<file path="config.mk">
export PLATFORM = sky130hd
export DESIGN_NAME = id_ex_stage_flat
export DESIGN_NICKNAME = d
export VERILOG_FILES = /design/src/rtl/id_ex_stage_pkg.sv /design/src/rtl/id_ex_stage_if.sv /design/src/rtl/id_ex_stage_fwd_mux.sv /design/src/rtl/id_ex_stage.sv /design/src/flat_wrapper.sv
export SDC_FILE = /design/constraint.sdc
export NUM_CORES = 1
export LEC_CHECK = 0
export CAP_MARGIN = 15
export CORE_AREA = 2 2 150 152
export CTS_BUF_LIST = sky130_fd_sc_hd__clkbuf_2
export DETAILED_ROUTE_END_ITERATION = 10
export DIE_AREA = 0 0 152 154
export PLACE_DENSITY_LB_ADDON = 0.12
export SETUP_SLACK_MARGIN = 0.1
export SYNTH_ARGS = -nofsm -noshare
export SYNTH_HDL_FRONTEND = slang
export SYNTH_SLANG_ARGS = --single-unit
</file>
<file path="constraint.sdc">
create_clock -name clk -period 9 [get_ports clk]
set_input_delay 2.25 -clock clk [delete_from_list [all_inputs] [get_ports clk]]
set_output_delay 2.25 -clock clk [all_outputs]
set_load 0.01 [all_outputs]
</file>
<file path="src/rtl/id_ex_stage_pkg.sv">
// id_ex_stage_pkg: shared ALU encodings, forwarding selects, EX register layout and hit helper
package id_ex_stage_pkg;
  typedef enum logic [3:0] {
    ALU_ADD  = 4'd0,
    ALU_SUB  = 4'd1,
    ALU_AND  = 4'd2,
    ALU_OR   = 4'd3,
    ALU_XOR  = 4'd4,
    ALU_NOR  = 4'd5,
    ALU_SLT  = 4'd6,
    ALU_SLTU = 4'd7,
    ALU_SLL  = 4'd8,
    ALU_SRL  = 4'd9,
    ALU_SRA  = 4'd10,
    ALU_LUI  = 4'd11
  } alu_op_e;
  localparam logic [1:0] FWD_REG   = 2'd0;
  localparam logic [1:0] FWD_EXMEM = 2'd1;
  localparam logic [1:0] FWD_MEMWB = 2'd2;
  typedef struct packed {
    logic        valid;
    logic [31:0] pc;
    logic [4:0]  rs;
    logic [4:0]  rt;
    logic [4:0]  rd;
    logic [31:0] rs_data;
    logic [31:0] rt_data;
    logic [31:0] imm;
    logic [4:0]  shamt;
    logic [3:0]  aluop;
    logic        alusrc;
    logic        shift;
    logic        regwrite;
    logic        memread;
    logic        memwrite;
  } ex_reg_t;
  function automatic logic reg_hit(input logic we, input logic [4:0] rd, input logic [4:0] src);
    return we && rd != 5'd0 && rd == src;
  endfunction
endpackage

</file>
<file path="src/rtl/id_ex_stage_if.sv">
// id_ex_stage_if: decoded ID bundle in, EX operand/control bundle out
interface id_ex_stage_if;
  logic        id_valid;
  logic [31:0] id_pc;
  logic [4:0]  id_rs;
  logic [4:0]  id_rt;
  logic [4:0]  id_rd;
  logic        id_use_rs;
  logic        id_use_rt;
  logic [31:0] id_rs_data;
  logic [31:0] id_rt_data;
  logic [31:0] id_imm;
  logic [4:0]  id_shamt;
  logic [3:0]  id_aluop;
  logic        id_alusrc;
  logic        id_shift;
  logic        id_regwrite;
  logic        id_memread;
  logic        id_memwrite;
  logic        ex_valid;
  logic [31:0] ex_pc;
  logic [31:0] ex_a;
  logic [31:0] ex_b;
  logic [3:0]  ex_aluop;
  logic [31:0] ex_store_data;
  logic [4:0]  ex_rd;
  logic        ex_regwrite;
  logic        ex_memread;
  logic        ex_memwrite;
  modport master (
    output id_valid, id_pc, id_rs, id_rt, id_rd, id_use_rs, id_use_rt, id_rs_data, id_rt_data,
           id_imm, id_shamt, id_aluop, id_alusrc, id_shift, id_regwrite, id_memread, id_memwrite,
    input  ex_valid, ex_pc, ex_a, ex_b, ex_aluop, ex_store_data, ex_rd, ex_regwrite, ex_memread, ex_memwrite
  );
  modport slave (
    input  id_valid, id_pc, id_rs, id_rt, id_rd, id_use_rs, id_use_rt, id_rs_data, id_rt_data,
           id_imm, id_shamt, id_aluop, id_alusrc, id_shift, id_regwrite, id_memread, id_memwrite,
    output ex_valid, ex_pc, ex_a, ex_b, ex_aluop, ex_store_data, ex_rd, ex_regwrite, ex_memread, ex_memwrite
  );
endinterface

</file>
<file path="src/rtl/id_ex_stage_fwd_mux.sv">
// fwd_mux: operand select for one source register; bypass paths exist only with EX_FORWARD_EN
module fwd_mux
  import id_ex_stage_pkg::*;
(
  input  logic [4:0]  src,
  input  logic [31:0] reg_data,
  input  logic        exmem_regwrite,
  input  logic [4:0]  exmem_rd,
  input  logic [31:0] exmem_result,
  input  logic        memwb_regwrite,
  input  logic [4:0]  memwb_rd,
  input  logic [31:0] memwb_result,
  output logic [1:0]  sel,
  output logic [31:0] value
);
`ifdef EX_FORWARD_EN
  // EX/MEM holds the younger result, so it outranks MEM/WB
  always_comb sel = reg_hit(exmem_regwrite, exmem_rd, src) ? FWD_EXMEM :
                    reg_hit(memwb_regwrite, memwb_rd, src) ? FWD_MEMWB : FWD_REG;
`else
  logic unused;
  assign unused = ^{src, exmem_regwrite, exmem_rd, memwb_regwrite, memwb_rd};
  assign sel = FWD_REG;
`endif
  // value follows the select
  always_comb value = sel == FWD_EXMEM ? exmem_result :
                      sel == FWD_MEMWB ? memwb_result : reg_data;
endmodule

</file>
<file path="src/rtl/id_ex_stage.sv">
// id_ex_stage: ID/EX register with operand forwarding and hazard stall (EX_FORWARD_EN enables bypass)
module id_ex_stage
  import id_ex_stage_pkg::*;
(
  input  logic        clk,
  input  logic        rstn,
  id_ex_stage_if.slave bus,
  input  logic        stall,
  input  logic        flush,
  input  logic        exmem_regwrite,
  input  logic [4:0]  exmem_rd,
  input  logic [31:0] exmem_result,
  input  logic        memwb_regwrite,
  input  logic [4:0]  memwb_rd,
  input  logic [31:0] memwb_result,
  output logic        hazard_stall
);
  ex_reg_t r, nxt;
  logic [1:0] rs_sel, rt_sel;
  logic [31:0] rs_val, rt_val;
  logic unused_sel;
  assign unused_sel = ^{rs_sel, rt_sel};
  // gather the ID bundle into the register layout
  always_comb nxt = '{valid: bus.id_valid, pc: bus.id_pc, rs: bus.id_rs, rt: bus.id_rt, rd: bus.id_rd,
                      rs_data: bus.id_rs_data, rt_data: bus.id_rt_data, imm: bus.id_imm,
                      shamt: bus.id_shamt, aluop: bus.id_aluop, alusrc: bus.id_alusrc,
                      shift: bus.id_shift, regwrite: bus.id_regwrite, memread: bus.id_memread,
                      memwrite: bus.id_memwrite};
  // flush beats stall; a hazard bubble only lands when nothing holds the stage
  always_ff @(posedge clk or negedge rstn)
    if (!rstn) r <= '0;
    else if (flush || (!stall && hazard_stall)) r <= '0;
    else if (!stall) r <= nxt;
`ifdef EX_FORWARD_EN
  // only a load in EX cannot be bypassed in time
  always_comb hazard_stall = bus.id_valid &&
    ((bus.id_use_rs && reg_hit(r.valid && r.memread, r.rd, bus.id_rs)) ||
     (bus.id_use_rt && reg_hit(r.valid && r.memread, r.rd, bus.id_rt)));
`else
  // without bypass, wait until the producer reaches write-back
  always_comb hazard_stall = bus.id_valid &&
    ((bus.id_use_rs && (reg_hit(r.valid && r.regwrite, r.rd, bus.id_rs) ||
                        reg_hit(exmem_regwrite, exmem_rd, bus.id_rs))) ||
     (bus.id_use_rt && (reg_hit(r.valid && r.regwrite, r.rd, bus.id_rt) ||
                        reg_hit(exmem_regwrite, exmem_rd, bus.id_rt))));
`endif
  fwd_mux u_fwd_rs (
    .src(r.rs), .reg_data(r.rs_data),
    .exmem_regwrite(exmem_regwrite), .exmem_rd(exmem_rd), .exmem_result(exmem_result),
    .memwb_regwrite(memwb_regwrite), .memwb_rd(memwb_rd), .memwb_result(memwb_result),
    .sel(rs_sel), .value(rs_val)
  );
  fwd_mux u_fwd_rt (
    .src(r.rt), .reg_data(r.rt_data),
    .exmem_regwrite(exmem_regwrite), .exmem_rd(exmem_rd), .exmem_result(exmem_result),
    .memwb_regwrite(memwb_regwrite), .memwb_rd(memwb_rd), .memwb_result(memwb_result),
    .sel(rt_sel), .value(rt_val)
  );
  // ALU operands, store data and valid-gated control
  always_comb begin
    bus.ex_valid      = r.valid;
    bus.ex_pc         = r.pc;
    bus.ex_a          = r.shift ? {27'b0, r.shamt} : rs_val;
    bus.ex_b          = r.alusrc ? r.imm : rt_val;
    bus.ex_aluop      = r.aluop;
    bus.ex_store_data = rt_val;
    bus.ex_rd         = r.rd;
    bus.ex_regwrite   = r.valid && r.regwrite;
    bus.ex_memread    = r.valid && r.memread;
    bus.ex_memwrite   = r.valid && r.memwrite;
  end
endmodule

</file>
<file path="src/flat_wrapper.sv">
// flat-port wrapper written by rule: the top's interface ports become plain ports
module id_ex_stage_flat import id_ex_stage_pkg::*;
  (clk, rstn, stall, flush, exmem_regwrite, exmem_rd, exmem_result, memwb_regwrite, memwb_rd, memwb_result, hazard_stall, bus_id_valid, bus_id_pc, bus_id_rs, bus_id_rt, bus_id_rd, bus_id_use_rs, bus_id_use_rt, bus_id_rs_data, bus_id_rt_data, bus_id_imm, bus_id_shamt, bus_id_aluop, bus_id_alusrc, bus_id_shift, bus_id_regwrite, bus_id_memread, bus_id_memwrite, bus_ex_valid, bus_ex_pc, bus_ex_a, bus_ex_b, bus_ex_aluop, bus_ex_store_data, bus_ex_rd, bus_ex_regwrite, bus_ex_memread, bus_ex_memwrite);
  id_ex_stage_if bus_i ();
  input  logic clk;
  input  logic rstn;
  input  logic stall;
  input  logic flush;
  input  logic exmem_regwrite;
  input  logic [4:0] exmem_rd;
  input  logic [31:0] exmem_result;
  input  logic memwb_regwrite;
  input  logic [4:0] memwb_rd;
  input  logic [31:0] memwb_result;
  output logic hazard_stall;
  input wire logic [$bits(bus_i.id_valid)-1:0] bus_id_valid;
  input wire logic [$bits(bus_i.id_pc)-1:0] bus_id_pc;
  input wire logic [$bits(bus_i.id_rs)-1:0] bus_id_rs;
  input wire logic [$bits(bus_i.id_rt)-1:0] bus_id_rt;
  input wire logic [$bits(bus_i.id_rd)-1:0] bus_id_rd;
  input wire logic [$bits(bus_i.id_use_rs)-1:0] bus_id_use_rs;
  input wire logic [$bits(bus_i.id_use_rt)-1:0] bus_id_use_rt;
  input wire logic [$bits(bus_i.id_rs_data)-1:0] bus_id_rs_data;
  input wire logic [$bits(bus_i.id_rt_data)-1:0] bus_id_rt_data;
  input wire logic [$bits(bus_i.id_imm)-1:0] bus_id_imm;
  input wire logic [$bits(bus_i.id_shamt)-1:0] bus_id_shamt;
  input wire logic [$bits(bus_i.id_aluop)-1:0] bus_id_aluop;
  input wire logic [$bits(bus_i.id_alusrc)-1:0] bus_id_alusrc;
  input wire logic [$bits(bus_i.id_shift)-1:0] bus_id_shift;
  input wire logic [$bits(bus_i.id_regwrite)-1:0] bus_id_regwrite;
  input wire logic [$bits(bus_i.id_memread)-1:0] bus_id_memread;
  input wire logic [$bits(bus_i.id_memwrite)-1:0] bus_id_memwrite;
  output wire logic [$bits(bus_i.ex_valid)-1:0] bus_ex_valid;
  output wire logic [$bits(bus_i.ex_pc)-1:0] bus_ex_pc;
  output wire logic [$bits(bus_i.ex_a)-1:0] bus_ex_a;
  output wire logic [$bits(bus_i.ex_b)-1:0] bus_ex_b;
  output wire logic [$bits(bus_i.ex_aluop)-1:0] bus_ex_aluop;
  output wire logic [$bits(bus_i.ex_store_data)-1:0] bus_ex_store_data;
  output wire logic [$bits(bus_i.ex_rd)-1:0] bus_ex_rd;
  output wire logic [$bits(bus_i.ex_regwrite)-1:0] bus_ex_regwrite;
  output wire logic [$bits(bus_i.ex_memread)-1:0] bus_ex_memread;
  output wire logic [$bits(bus_i.ex_memwrite)-1:0] bus_ex_memwrite;
  assign bus_i.id_valid = bus_id_valid;
  assign bus_i.id_pc = bus_id_pc;
  assign bus_i.id_rs = bus_id_rs;
  assign bus_i.id_rt = bus_id_rt;
  assign bus_i.id_rd = bus_id_rd;
  assign bus_i.id_use_rs = bus_id_use_rs;
  assign bus_i.id_use_rt = bus_id_use_rt;
  assign bus_i.id_rs_data = bus_id_rs_data;
  assign bus_i.id_rt_data = bus_id_rt_data;
  assign bus_i.id_imm = bus_id_imm;
  assign bus_i.id_shamt = bus_id_shamt;
  assign bus_i.id_aluop = bus_id_aluop;
  assign bus_i.id_alusrc = bus_id_alusrc;
  assign bus_i.id_shift = bus_id_shift;
  assign bus_i.id_regwrite = bus_id_regwrite;
  assign bus_i.id_memread = bus_id_memread;
  assign bus_i.id_memwrite = bus_id_memwrite;
  assign bus_ex_valid = bus_i.ex_valid;
  assign bus_ex_pc = bus_i.ex_pc;
  assign bus_ex_a = bus_i.ex_a;
  assign bus_ex_b = bus_i.ex_b;
  assign bus_ex_aluop = bus_i.ex_aluop;
  assign bus_ex_store_data = bus_i.ex_store_data;
  assign bus_ex_rd = bus_i.ex_rd;
  assign bus_ex_regwrite = bus_i.ex_regwrite;
  assign bus_ex_memread = bus_i.ex_memread;
  assign bus_ex_memwrite = bus_i.ex_memwrite;
  id_ex_stage u_core (.clk(clk), .rstn(rstn), .bus(bus_i), .stall(stall), .flush(flush), .exmem_regwrite(exmem_regwrite), .exmem_rd(exmem_rd), .exmem_result(exmem_result), .memwb_regwrite(memwb_regwrite), .memwb_rd(memwb_rd), .memwb_result(memwb_result), .hazard_stall(hazard_stall));
endmodule
</file>
==> reports/qor.json <==
{
  "timing": {
    "finalClockSkew_ps": 40.05,
    "finalCritPeriodShare_pct": 78.19,
    "timing.setup.tns_ps": 0,
    "max_freq_ghz": 0.1421,
    "count_of_pins_over_their_slew_limit": 0,
    "hold-worst-slack_ps": 501.2,
    "setup_violations": 0,
    "final_period_minus_worst_setup_slack_ps": 7037,
    "max_slew.worst_pin.slew_ps": 1081,
    "rsz0062_at_grt": "false",
    "layout_setup_ws_ps": 1963,
    "finalHoldViolCount": 0,
    "worst_slew_margin_rel_pct": 27.93
  },
  "route": {
    "m1WireLength_mm": 10.31,
    "top_layer": "met5",
    "wl_met2_mm": 11.02,
    "wire_length_per_cell_um": 17.44,
    "antenna_left": 0,
    "drc": 0,
    "first_iter_violations": 317,
    "num_vias": 6567,
    "1st_pass_router_iterations": 6,
    "wl_mm": 23.33,
    "wl_met3_mm": 1.690,
    "routed_via_density": 4.908
  },
  "finish": {
    "final_cells": 1338,
    "area_growth_pct": 33.63,
    "final_net_count": 1285,
    "drive_above_1_share_pct": 19.13,
    "layout.filler_cells": 2028
  },
  "yosys": {
    "avgSynthCellArea_um2": 9.982,
    "post-synth-top-area-fraction_pct": 43.70,
    "number_of_enable_flip_flop_cells_after_synthesis": 0,
    "netlist_area_um2": 8474,
    "ys_types": 29,
    "netlist_top_cells_area": "sky130_fd_sc_hd__dfrtp_1 (44%), sky130_fd_sc_hd__o31ai_2 (18%), sky130_fd_sc_hd__nand2_1 (13%)",
    "seq_area_frac_synth_pct": 43.70,
    "synth.largest_area_cell": "sky130_fd_sc_hd__dfrtp_1",
    "synth.net_count": 1089,
    "synth_ff_type": "sky130_fd_sc_hd__dfrtp_1",
    "postSynthRegisterBits": 148,
    "ys_async_sr_fraction_pct": 100.0,
    "yosys_warnings": 0,
    "syn-instance-count": 849
  },
  "global_route": {
    "grt_first_pass_wirelength_mm": 37.46,
    "globalRoute.totalOverflow": 0,
    "number_of_global_route_vias_before_repair": 6651,
    "track_usage_pct": 19.72,
    "grt_antenna_before_repair": 3,
    "grt_start_max_net_pins": 148
  },
  "pwr": {
    "power.switching_mw": 0.4115,
    "power_frac_comb_pct": 21.6,
    "leakage_nw": 4.730,
    "switching_share_pct": 28.38,
    "p_clk_share_pct": 28.3,
    "powerDensity_nw_per_um2": 128.0,
    "sequentialPowerShare_pct": 50.2,
    "irDropWorstVdd_uv": 85.38,
    "report.power.total_mw": 1.450,
    "p_int_mw": 1.038
  },
  "floorplan": {
    "initial_utilization_pct": 39.07,
    "core_area_um2": 21690,
    "die-width_um": 152,
    "core.rowCount": 54,
    "ioPinCount": 382,
    "die_h_um": 154,
    "die_ar_um2": 23410
  },
  "worst_hold_path": {
    "timing.hold.worst.class": "flip-flop to flip-flop"
  },
  "clock_network": {
    "buffers_inserted_during_post_cts_setup_optimization": 0,
    "worst_skew_pair.late_latency_ps": 690,
    "maximum_buffer_depth_of_the_clock_tree": 2,
    "postCtsHoldBufs": 0,
    "clk_transition_reported_paths_ps": 200,
    "tritoncts": "done",
    "ctsRootBufferMaster": "sky130_fd_sc_hd__clkbuf_2",
    "numCtsBuffers": 17,
    "clock_sink_count": 148,
    "cts-htree-levels": 4,
    "post_cts.resized_instances": 0
  },
  "placed_design": {
    "number_of_buffer_cells_added_on_primary_ports": 311,
    "detailed_place_hpwl_mm": 14.55,
    "detailedPlace.worstSlack_ps": 1978,
    "final_weighted_congestion_in_routability_driven_placement": 0.7832,
    "placed_cells": 1306
  },
  "setup_path": {
    "timing.critical_path.slowest_cell_delay_ps": 540,
    "crit_path_end_kind": "output pin",
    "critical_path.startpoint_type": "input pin",
    "crit_chain": "clkdlybuf4s50_1 -> or4_1 -> o21ai_1 -> nor4_1 -> o211a_4 -> or3_1 -> clkdlybuf4s50_1",
    "cp_data_required_time_ps": 6750,
    "cell_type_with_the_highest_occurrence_count_on_the_critical_path": "sky130_fd_sc_hd__clkdlybuf4s50_1",
    "timing.critical_path.fanout_max": 4,
    "arrival_ps": 4790,
    "timing.critical_path.slowest_stage_cell": "sky130_fd_sc_hd__or4_1",
    "critPathKind": "input pin to output pin"
  },
  "job": {
    "cap_violations": 0
  },
  "status": {
    "status": "finished, final reports clean"
  }
}
==> stage by stage <==
step | utilization, % | instance area (um^2)
6_report | 52.22 | 11320
5_1_grt | 52.22 | 11320
4_1_cts | 52.19 | 11320
3_5_place_dp | 51.06 | 11070
3_3_place_gp | 51.06 | 11070
2_1_floorplan | - | 8474
==> path summary, 6_finish.rpt <==
kind	start	end	slack (ps)	depth (start not counted)
setup / recovery	exmem_rd[0]	hazard_stall	1960	7
hold / removal	u_core.r[84]	u_core.r[84]	500	2
setup reg to reg	u_core.bus.ex_rd[2]	u_core.r[79]	6310	6
hold reg to reg	u_core.r[84]	u_core.r[84]	500	2
max in group asynchronous	rstn	u_core.r[78]	5990	2
min in group asynchronous	rstn	u_core.r[74]	1540	1
==> routing by layer <==
layer	global-route usage [%]	vias to the layer above
met5	0	-
met4	4.628	2
met3	7.272	18
met2	30.85	200
met1	26.11	3147
li1	-	3200
==> power groups by stage <==
stage / Combinational, mW / Sequential (mW) / Clock [mW]
5_1_grt: 0.340 / 0.734 / 0.457
2_1_floorplan: 0.154 / 0.732 / 0
3_5_place_dp: 0.317 / 0.740 / 0
3_3_place_gp: 0.316 / 0.738 / 0
6_report: 0.313 / 0.727 / 0.410
4_1_cts: 0.319 / 0.728 / 0.428
==> cell usage after synthesis, types with 2 or more instances <==
library cell	number
sky130_fd_sc_hd__and2_1	4
sky130_fd_sc_hd__buf_12	2
sky130_fd_sc_hd__buf_2	14
sky130_fd_sc_hd__buf_4	73
sky130_fd_sc_hd__buf_6	3
sky130_fd_sc_hd__buf_8	9
sky130_fd_sc_hd__clkbuf_1	43
sky130_fd_sc_hd__dfrtp_1	148
sky130_fd_sc_hd__mux2_2	37
sky130_fd_sc_hd__nand2_1	298
sky130_fd_sc_hd__nand3_1	5
sky130_fd_sc_hd__nor2b_1	28
sky130_fd_sc_hd__nor3_1	2
sky130_fd_sc_hd__nor4_1	4
sky130_fd_sc_hd__o21ai_0	2
sky130_fd_sc_hd__o31ai_1	22
sky130_fd_sc_hd__o31ai_2	119
sky130_fd_sc_hd__o32ai_1	5
sky130_fd_sc_hd__or4_1	3
sky130_fd_sc_hd__xnor2_1	16
sky130_fd_sc_hd__xor2_1	4
==> layout by cell type (no fill, tap or decap), types with 2 or more instances in the layout <==
cell type	synthesis	routed
sky130_fd_sc_hd__clkdlybuf4s50_1	0	310
sky130_fd_sc_hd__nand2_1	298	298
sky130_fd_sc_hd__dfrtp_1	148	148
sky130_fd_sc_hd__o31ai_2	119	119
sky130_fd_sc_hd__mux2_2	37	37
sky130_fd_sc_hd__nor2b_1	28	27
sky130_fd_sc_hd__o31ai_1	22	22
sky130_fd_sc_hd__clkbuf_2	0	18
sky130_fd_sc_hd__xnor2_1	16	16
sky130_fd_sc_hd__buf_4	73	8
sky130_fd_sc_hd__nand3_1	5	5
sky130_fd_sc_hd__o32ai_1	5	5
sky130_fd_sc_hd__and2_1	4	4
sky130_fd_sc_hd__xor2_1	4	4
sky130_fd_sc_hd__nor4_1	4	4
sky130_fd_sc_hd__or4_1	3	3
sky130_fd_sc_hd__clkinvlp_4	0	3
sky130_fd_sc_hd__bufinv_16	0	3
sky130_fd_sc_hd__diode_2	0	2
sky130_fd_sc_hd__o21ai_0	2	2
sky130_fd_sc_hd__nor3_1	2	2
sky130_fd_sc_hd__clkinv_4	0	2
sky130_fd_sc_hd__inv_6	0	2
sky130_fd_sc_hd__buf_12	2	2
==> state kept, by name, summed over array words and instances (netlist names) <==
register,cells
u_core.bus.ex_aluop,4
u_core.bus.ex_pc,32
u_core.bus.ex_rd,5
u_core.bus.ex_valid,1
u_core.r,106
==> logic make-up after synthesis <==
kind of cell	count (synthesis)	share of synthesized area (%)
mux	37	4.917
compound gates	154	21.00
simple gates	346	16.65
xor+xnor	20	2.067
flops	148	43.70
buf+inv	144	11.66
==> worst max-delay path, delay by kind of cell <==
kind,cells,cell delay [ps]
and+or+nand+nor,3,1020
buffers and inverters,2,980
AOI/OAI and AO/OA,2,540
==> cell type report <==
class	count	area (um^2)	area share, %
Antenna cell	2	5.005	0.04419
Clock buffer	18	90.09	0.7955
Clock inverter	12	156.4	1.381
Multi-Input combinational cell	557	3805	33.60
Sequential cell	148	3704	32.70
Tap cell	280	350.3	3.094
Timing Repair Buffer	321	3214	28.38
No activity file was read; power rests on OpenSTA's default activity.
